**src/rtl/csa_pkg.sv**
```systemverilog
// csa_pkg: shared definitions for the pipelined conditional-sum adder.
//   csa_stages(n, slice) : number of pipeline stages (one per slice)
//   csa_cfg_ok(n, slice) : legality of an (N, SLICE) pair
//   SAT_MAX(n), SAT_MIN(n): signed saturation limits for an n-bit result,
//                           returned LSB-aligned in a CSA_MAX_W-bit vector
package csa_pkg;

  localparam int unsigned CSA_MAX_W = 1024;

  function automatic int unsigned csa_stages(input int unsigned n, input int unsigned slice);
    return (slice == 0) ? 0 : n / slice;
  endfunction

  function automatic bit csa_cfg_ok(input int unsigned n, input int unsigned slice);
    int unsigned div;
    div = (slice >= 1) ? slice : 1;
    return (slice >= 1) && (n >= slice) && ((n % div) == 0);
  endfunction

  function automatic logic [CSA_MAX_W-1:0] SAT_MAX(input int unsigned n);
    logic [CSA_MAX_W-1:0] r;
    r = '0;
    for (int unsigned i = 0; i + 1 < n; i++) r[i] = 1'b1;
    return r;
  endfunction

  function automatic logic [CSA_MAX_W-1:0] SAT_MIN(input int unsigned n);
    logic [CSA_MAX_W-1:0] r;
    r = '0;
    if (n >= 1) r[n-1] = 1'b1;
    return r;
  endfunction

endpackage

```
**src/rtl/csa_slice.sv**
```systemverilog
// csa_slice: combinational SLICE-bit dual-carry adder.
//   a, b       : slice operands
//   sum0, co0  : result and carry-out assuming carry-in 0
//   sum1, co1  : result and carry-out assuming carry-in 1
// Recursive half-split conditional-sum structure: the low half's two
// carries select between the high half's two precomputed results; the
// leaves are full adders with constant carry-in.
module csa_slice
  import csa_pkg::*;
#(
  parameter int unsigned SLICE = 8
) (
  input  logic [SLICE-1:0] a,
  input  logic [SLICE-1:0] b,
  output logic [SLICE-1:0] sum0,
  output logic [SLICE-1:0] sum1,
  output logic             co0,
  output logic             co1
);

  if (SLICE == 1) begin : g_leaf
    assign sum0 = a ^ b;
    assign co0  = a & b;
    assign sum1 = ~(a ^ b);
    assign co1  = a | b;
  end else begin : g_split
    localparam int unsigned LW = SLICE / 2;
    localparam int unsigned HW = SLICE - LW;

    logic [LW-1:0] lo_s0, lo_s1;
    logic [HW-1:0] hi_s0, hi_s1;
    logic          lo_c0, lo_c1, hi_c0, hi_c1;

    csa_slice #(.SLICE(LW)) u_lo (
      .a(a[LW-1:0]), .b(b[LW-1:0]),
      .sum0(lo_s0), .sum1(lo_s1), .co0(lo_c0), .co1(lo_c1)
    );

    csa_slice #(.SLICE(HW)) u_hi (
      .a(a[SLICE-1:LW]), .b(b[SLICE-1:LW]),
      .sum0(hi_s0), .sum1(hi_s1), .co0(hi_c0), .co1(hi_c1)
    );

    assign sum0 = {lo_c0 ? hi_s1 : hi_s0, lo_s0};
    assign co0  = lo_c0 ? hi_c1 : hi_c0;
    assign sum1 = {lo_c1 ? hi_s1 : hi_s0, lo_s1};
    assign co1  = lo_c1 ? hi_c1 : hi_c0;
  end

endmodule

```
**src/rtl/csa_pipe.sv**
```systemverilog
// csa_pipe: pipelined conditional-sum adder/subtractor, one slice per stage.
//   clk, rst_n           : clock, asynchronous active-low reset
//   in_valid / in_ready  : operand handshake (in_ready = ~stall, combinational)
//   a, b, ci, sub        : operands; sub=1 computes a + ~b + 1 and ignores ci
//   sat                  : clamp on signed overflow (only with CSA_PIPE_SAT_EN)
//   out_valid / out_ready: result handshake with full backpressure
//   sum, co, ovf         : result, unsigned carry-out (1 = no borrow), signed overflow
// Optional feature macro: CSA_PIPE_SAT_EN adds the sat input and clamping.
// Latency STAGES = N/SLICE cycles, throughput one result per cycle.
module csa_pipe
  import csa_pkg::*;
#(
  parameter int unsigned N     = 32,
  parameter int unsigned SLICE = 8
) (
  input  logic         clk,
  input  logic         rst_n,
  input  logic         in_valid,
  output logic         in_ready,
  input  logic [N-1:0] a,
  input  logic [N-1:0] b,
  input  logic         ci,
  input  logic         sub,
`ifdef CSA_PIPE_SAT_EN
  input  logic         sat,
`endif
  output logic         out_valid,
  input  logic         out_ready,
  output logic [N-1:0] sum,
  output logic         co,
  output logic         ovf
);

  localparam int unsigned STAGES = csa_stages(N, SLICE);
  localparam int unsigned LAST   = STAGES - 1;

  if (!csa_cfg_ok(N, SLICE)) begin : g_bad_cfg
    $error("csa_pipe: N must be a positive multiple of SLICE");
  end

  logic stall, adv;
  assign stall    = out_valid & ~out_ready;
  assign adv      = ~stall;
  assign in_ready = ~stall;

  // Stage k: x_q holds finished result bits below slice k and raw A bits
  // from slice k up; b_q holds only the B bits not yet consumed (skew buffer).
  for (genvar k = 0; k < STAGES; k++) begin : g_stg
    localparam int unsigned LO  = k * SLICE;
    localparam int unsigned REM = N - LO;

    logic             v_q, c_q;
    logic [N-1:0]     x_q;
    logic [REM-1:0]   b_q;
`ifdef CSA_PIPE_SAT_EN
    logic             s_q;
`endif
    logic [SLICE-1:0] s0, s1, s_sel;
    logic             k0, k1, c_sel;
    logic [N-1:0]     x_nxt;

    csa_slice #(.SLICE(SLICE)) u_slice (
      .a(x_q[LO +: SLICE]), .b(b_q[SLICE-1:0]),
      .sum0(s0), .sum1(s1), .co0(k0), .co1(k1)
    );

    assign s_sel = c_q ? s1 : s0;
    assign c_sel = c_q ? k1 : k0;

    always_comb begin
      x_nxt             = x_q;
      x_nxt[LO +: SLICE] = s_sel;
    end

    if (k == 0) begin : g_cap
      always_ff @(posedge clk or negedge rst_n) begin
        if (!rst_n)   v_q <= 1'b0;
        else if (adv) v_q <= in_valid;
      end

      always_ff @(posedge clk) begin
        if (adv) begin
          x_q <= a;
          b_q <= sub ? ~b : b;
          c_q <= sub | ci;
`ifdef CSA_PIPE_SAT_EN
          s_q <= sat;
`endif
        end
      end
    end else begin : g_shift
      always_ff @(posedge clk or negedge rst_n) begin
        if (!rst_n)   v_q <= 1'b0;
        else if (adv) v_q <= g_stg[k-1].v_q;
      end

      always_ff @(posedge clk) begin
        if (adv) begin
          x_q <= g_stg[k-1].x_nxt;
          b_q <= g_stg[k-1].b_q[REM+SLICE-1:SLICE];
          c_q <= g_stg[k-1].c_sel;
`ifdef CSA_PIPE_SAT_EN
          s_q <= g_stg[k-1].s_q;
`endif
        end
      end
    end
  end

  logic [N-1:0] res, res_final;
  logic         res_co, res_ovf, c_msb_in;

  assign res      = g_stg[LAST].x_nxt;
  assign res_co   = g_stg[LAST].c_sel;
  // Carry into the MSB recovered from the MSB's own sum bit: s = a ^ b ^ cin.
  assign c_msb_in = g_stg[LAST].x_q[N-1] ^ g_stg[LAST].b_q[SLICE-1] ^ res[N-1];
  assign res_ovf  = c_msb_in ^ res_co;

`ifdef CSA_PIPE_SAT_EN
  localparam logic [N-1:0] SAT_HI = N'(SAT_MAX(N));
  localparam logic [N-1:0] SAT_LO = N'(SAT_MIN(N));

  // On overflow the wrapped MSB is the inverse of the true sign.
  always_comb begin
    res_final = res;
    if (g_stg[LAST].s_q && res_ovf) res_final = res[N-1] ? SAT_HI : SAT_LO;
  end
`else
  assign res_final = res;
`endif

  always_ff @(posedge clk or negedge rst_n) begin
    if (!rst_n) begin
      out_valid <= 1'b0;
      sum       <= '0;
      co        <= 1'b0;
      ovf       <= 1'b0;
    end else if (adv) begin
      out_valid <= g_stg[LAST].v_q;
      if (g_stg[LAST].v_q) begin
        sum <= res_final;
        co  <= res_co;
        ovf <= res_ovf;
      end
    end
  end

endmodule

```
**config.mk**
```make
export PLATFORM = sky130hd
export DESIGN_NAME = csa_pipe
export DESIGN_NICKNAME = d
export VERILOG_FILES = /design/src/rtl/csa_pkg.sv /design/src/rtl/csa_slice.sv /design/src/rtl/csa_pipe.sv
export SDC_FILE = /design/constraint.sdc
export NUM_CORES = 1
export LEC_CHECK = 0
export ABC_AREA = 1
export BUFFER_PORTS_ARGS = -buffer_cell sky130_fd_sc_hd__buf_2
export CAP_MARGIN = 20
export CORE_UTILIZATION = 40
export CTS_CLUSTER_DIAMETER = 80
export CTS_CLUSTER_SIZE = 24
export DETAILED_ROUTE_END_ITERATION = 8
export GPL_ROUTABILITY_DRIVEN = 1
export PLACE_DENSITY_LB_ADDON = 0.15
export SYNTH_ARGS = -nofsm -noshare
export SYNTH_HDL_FRONTEND = slang
export SYNTH_SLANG_ARGS = --single-unit
```
**constraint.sdc**
```tcl
create_clock -name clk -period 17.7 [get_ports clk]
set_input_delay 3.54 -clock clk [delete_from_list [all_inputs] [get_ports clk]]
set_output_delay 3.54 -clock clk [all_outputs]
set_load 0.01 [all_outputs]
```
# ---- After elaboration in Yosys (flattened, before gate mapping)
# Index checks and enable logic that the tools add are counted.
dict set report word_totals {
  output_inout_bits 36
  latch_bits 0
  wordCells 277
  in_bits 70
  ramBits 0
  mem_bits_ro 0
  register_bits 251
  memories 0
}
dict set report op_classes {
  add_sub_neg 0
  n_bitwise 135
  n_reduce_logical 1
  multipliers 0
  div 0
  shift 0
  mux 121
  eq_ne 0
  magnitude_cmp 0
}
# op count
set ops {}
lappend ops {{1-bit two-way mux} 92}
lappend ops {{1-bit inverter} 34}
lappend ops {{1-bit XOR} 34}
lappend ops {{1-bit AND} 33}
lappend ops {{1-bit bitwise OR} 33}
lappend ops {{2-bit two-way mux} 16}
lappend ops {{32-bit two-way mux} 1}
lappend ops {{4-bit two-way mux} 8}
lappend ops {{8-bit two-way mux} 4}
lappend ops {{32-bit inverter} 1}
lappend ops {{2-bit AND reduction} 1}

# ---- Longest topological paths before layout
dict set report logic_depth {
  word_depth 8
  depth_mapped 15
  mapped_depth_nobuf 15
}

# ---- Modules after synthesis
# Synthesis repeated with hierarchy kept, for this count alone.
dict set report unflattened {
  hier_cells 1208
  hier_area_um2 12092.8
}
# mod seq_area_each_um2 area_each_um2 cells_each n_inst
set modules_own_cells {}
lappend modules_own_cells {csa_pipe 7342.0 8649.5 472 1}
lappend modules_own_cells {{csa_slice (g_stg[0].u_slice.g_split.u_hi.g_split.u_hi.g_split.u_hi ...)} 0.0 40.0 6 32}
lappend modules_own_cells {{csa_slice (g_stg[0].u_slice.g_split.u_hi.g_split.u_hi ...)} 0.0 67.6 16 16}
lappend modules_own_cells {{csa_slice (g_stg[0].u_slice.g_split.u_hi ...)} 0.0 75.1 20 8}
lappend modules_own_cells {{csa_slice (g_stg[0].u_slice ...)} 0.0 120.1 32 4}

# ---- Worst setup path after synthesis
# OpenSTA, ideal clock, no wires.
dict set report synth_timing {
  kind {in2out}
  from {in out_ready}
  to {out in_ready}
  path_stages 2
  t_arrival_ns 7.848
  setup_slack_ns 6.312
  t_required_ns 14.160
  n_path_buf 0
  cell_sequence {nor2_1 -> inv_1}
}
dict set report synth_via {
  elab_chain_cells 3
}
# item line_no
set synth_rtl {}
lappend synth_rtl {{start, declared} csa_pipe.sv:28} ;# input logic out_ready,
lappend synth_rtl {{1-bit inverter} csa_pipe.sv:42} ;# assign stall = out_valid & ~out_ready;
lappend synth_rtl {{1-bit AND} csa_pipe.sv:42}
lappend synth_rtl {{1-bit inverter (no line)} -}
lappend synth_rtl {{end, declared} csa_pipe.sv:19} ;# output logic in_ready,
# No other way between the ends.

# ---- Final worst setup path
# Ends and elaborated chain as after synthesis.

==> results.md <==
- Antenna cells: 0
- DR iter-0 viols: 364
- CTS tree: built
- Die Span X: 168.1 um
- Initial antenna violation count: 0
- Chip Height: 168.1 um
- Avg Vias per Cell: 4.448
- Clock latency on the worst-skew pair: 0.49 ns
- Sw frac: about a third
- Final period utilization: between 40% and 50%
- M1 WL: between 7 and 8 mm
- Routed vias: a little over 6000
- Crit Path Class: input pin to primary output
- Synthesis-to-finish area growth: 13.62%
- CP Cell Sequence: buf_2 -> nor2_1 -> inv_8 -> buf_2
- Non-Filler Instances: 1374
- Number of global-route vias before repair: 5618
- CTS resizes: 0
- Min Clock Period, post-route: about 8.3 ns
- Setup crit end kind: primary output
- Gpl congestion: between 0.7 and 0.8
- Core Box Area: between 0.02 and 0.03 mm2
- Clock Tree Buf Depth: 3
- Layout fillers: roughly 2500
- Nets@finish: ~1200
- Final Hold Viols: 0
- Most common cell in the netlist: nand2_1
- IO Count: ~110
- Most used DFF post-synth: edfxtp_1
- Top sig layer: met4
- Area share of the largest cell type after synthesis: around 58%
- Pint: 1431 uW
- Compound-cell area share of the yosys netlist: 5.705%
- WL met3: 863 um
- Main combinational cell family by area after synthesis: simple AND/OR/NAND/NOR gates
- Overall routed net length: approximately 17 mm
- Asr flop ratio synth: between 10% and 20%
- Fmax: between 100 and 150 MHz
- Largest net degree at the start of global routing: 91
- Worst-Margin Slew: 1.039 ns
- Effective utilization at floorplan: 40.82%
- Placed cell count: approximately 1300
- CTS buffer count: 16
- CTS H-tree depth: 1
- Met2 WL: between 8 and 9 mm
- First-pass detailed-route iteration total: 4
- Setup crit start kind: input pin
- Port bufs: around 110
- Max-cap viol count: 0
- Net switching power: between 700 and 800 uW
- CTS clk-pin slew, worst paths: approximately 0.080 ns
- Skew final: 0.01074 ns
- Arr. time, crit path: roughly 4.8 ns
- RSZ-0062 raised after global routing: false
- Slowest cell on crit path: nor2_1
- First-pass GRT wire length: around 27 mm
- Setup_tns: 0 ns
- Status: finished clean
- Crit-path most repeated cell: buf_2
- Yosys reg bits: roughly 250
- Cell Pwr Density: around 170 mW/mm2
- Synth top area cells: edfxtp_1, dfrtp_1, nand2_1, ha_1, inv_1
- CP bufs+invs: 3
- Number of distinct library cells after synthesis: 27
- Fraction of layout cells with a size suffix above 1: roughly 15%
- Antenna-violating nets left: 0
- Drc violations: 0
- Synth Area in Simple Gates: around a tenth
- Pleak: between 0.005 and 0.006 uW
- Clk pwr share: a little under a fifth
- XOR/XNOR share of the synthesized area: under 10%
- EDFF count, synth: between 200 and 250
- CP top delay family: buffers and inverters
- Hpwl dp: 11.06 mm
- Gr ovfl total: 0
- Clock sink total: between 200 and 300
- Sequential-to-total area share from yosys stat: between 60% and 70%
- Logic gate share of total power: between 30% and 40%
- Sequential Power Share: between 40% and 50%
- Cell Rows: 60
- Endpoints failing setup: 0
- Yosys warns: 0
- CP max FO: a little over 80
- Mux contribution to synthesized area: 0%
- Post-CTS setup buffer count: 0
- Mapped Nets: roughly 1000
- Worst ir drop on vdd: approximately 0.074 mV
- Mapped Cells: just over 900
- HP Class: register to register
- Total GRT Usage: a little under an eighth
- Cts hold-fix bufs: 0
- Clock Tree Root: clkbuf_16
- Relative slew slack: between 30 and 40%
- WL/cell: 12.02 um
- Worst Path Required: about 14 ns
- Dominant cell type by area after synthesis: edfxtp_1
- Top cells by instance count after synthesis: nand2_1, edfxtp_1, inv_1
- Adder-cell area share of the yosys netlist: between 7 and 8%
- Die ar.: ~0.028 mm2
- Max Transition Viols Final: 0
- Synth Cell Area: approximately 0.011 mm2
- Worst path max stage delay: just over 0.5 ns
- Syn_area_per_cell: 12.12 um2
flip-flops by register name, indices dropped and copies added, names as in the netlist:
signal	count
g_stg.x_q	128
g_stg.b_q	80
sum	32
g_stg.c_q	4
g_stg.v_q	4
co	1
out_valid	1
ovf	1
power by group through the flow:
stage	Clock (uW)	Combinational (uW)	Sequential, uW
after floorplan	0	590	1050
after global placement	0	755	1040
after detailed placement	0	772	1040
after CTS	419	776	1030
after global routing	438	890	1050
final	399	767	1020
final cells by class:
class	count	area (um2)	area share [%]
Sequential cell	251	7342	58.57
Inverter	114	435.4	3.474
Clock buffer	19	442.9	3.534
Tap cell	341	426.7	3.404
Multi-Input combinational cell	530	3188	25.43
Timing Repair Buffer	110	595.6	4.751
Clock inverter	9	103.9	0.8285
cells by family after synthesis:
family / count (synthesis)
fa+ha+maj: 64
xor+xnor: 73
buf+inv: 129
simple gates: 280
flops: 251
compound gates: 113
final timing paths:
kind / start / endpoint / slack, ns / depth (start not counted)
hold reg to reg: g_stg[2].x_q[2]$_DFFE_PN_ / g_stg[3].x_q[2]$_DFFE_PN_ / 0.42 / 0
hold / removal: g_stg[2].x_q[2]$_DFFE_PN_ / g_stg[3].x_q[2]$_DFFE_PN_ / 0.42 / 0
setup reg to reg: out_valid$_DFFE_PN0N_ / g_stg[1].x_q[27]$_DFFE_PN_ / 15.55 / 5
max in group asynchronous: rst_n / sum[8]$_DFFE_PN0P_ / 14.27 / 2
min in group asynchronous: rst_n / sum[27]$_DFFE_PN0P_ / 2.95 / 1
setup / recovery: out_ready / in_ready / 9.35 / 4
layout by cell type (no fill, tap or decap), drive strengths merged:
cell,netlist,layout
nand2,257,257
a22o,4,4
dfrtp,39,39
xnor2,26,26
o21ai,85,85
o21a,6,6
nand3,10,10
nand4,1,1
o211ai,3,3
buf,10,110
inv,113,116
xor2,47,47
edfxtp,212,212
a21oi,15,15
or2,1,1
bufinv,0,1
clkbuf,5,19
nor2,11,11
ha,64,64
clkinv,1,6
worst register-to-register path, delay by kind of cell, from the launching register on:
kind / cells / cell delay (ns)
DFF: 1 / 0.34
and+or+nand+nor: 1 / 0.50
buffers and inverters: 4 / 0.97
through the flow:
stage | utilization [%] | hold WS [ns] | setup slack [ns] | total power (uW) | instance area, um2
detailed placement | 44.18 | 0.4045 | 9.353 | 1817 | 11940
global placement | 44.18 | 0.4003 | 9.371 | 1794 | 11940
global route | 46.38 | 0.4261 | 9.294 | 2377 | 12530
CTS | 46.20 | 0.4149 | 9.354 | 2226 | 12490
floorplan | - | 0.4003 | 6.312 | 1636 | 11030
finish | 46.38 | 0.4176 | 9.353 | 2190 | 12530
per-layer routing:
layer | vias to the layer above | GRT usage [%]
met5 | - | 0
met4 | 0 | 3.202
met3 | 19 | 2.515
met2 | 97 | 20.71
met1 | 2764 | 14.61
li1 | 3231 | -
Power figures use the tool's default switching activity.
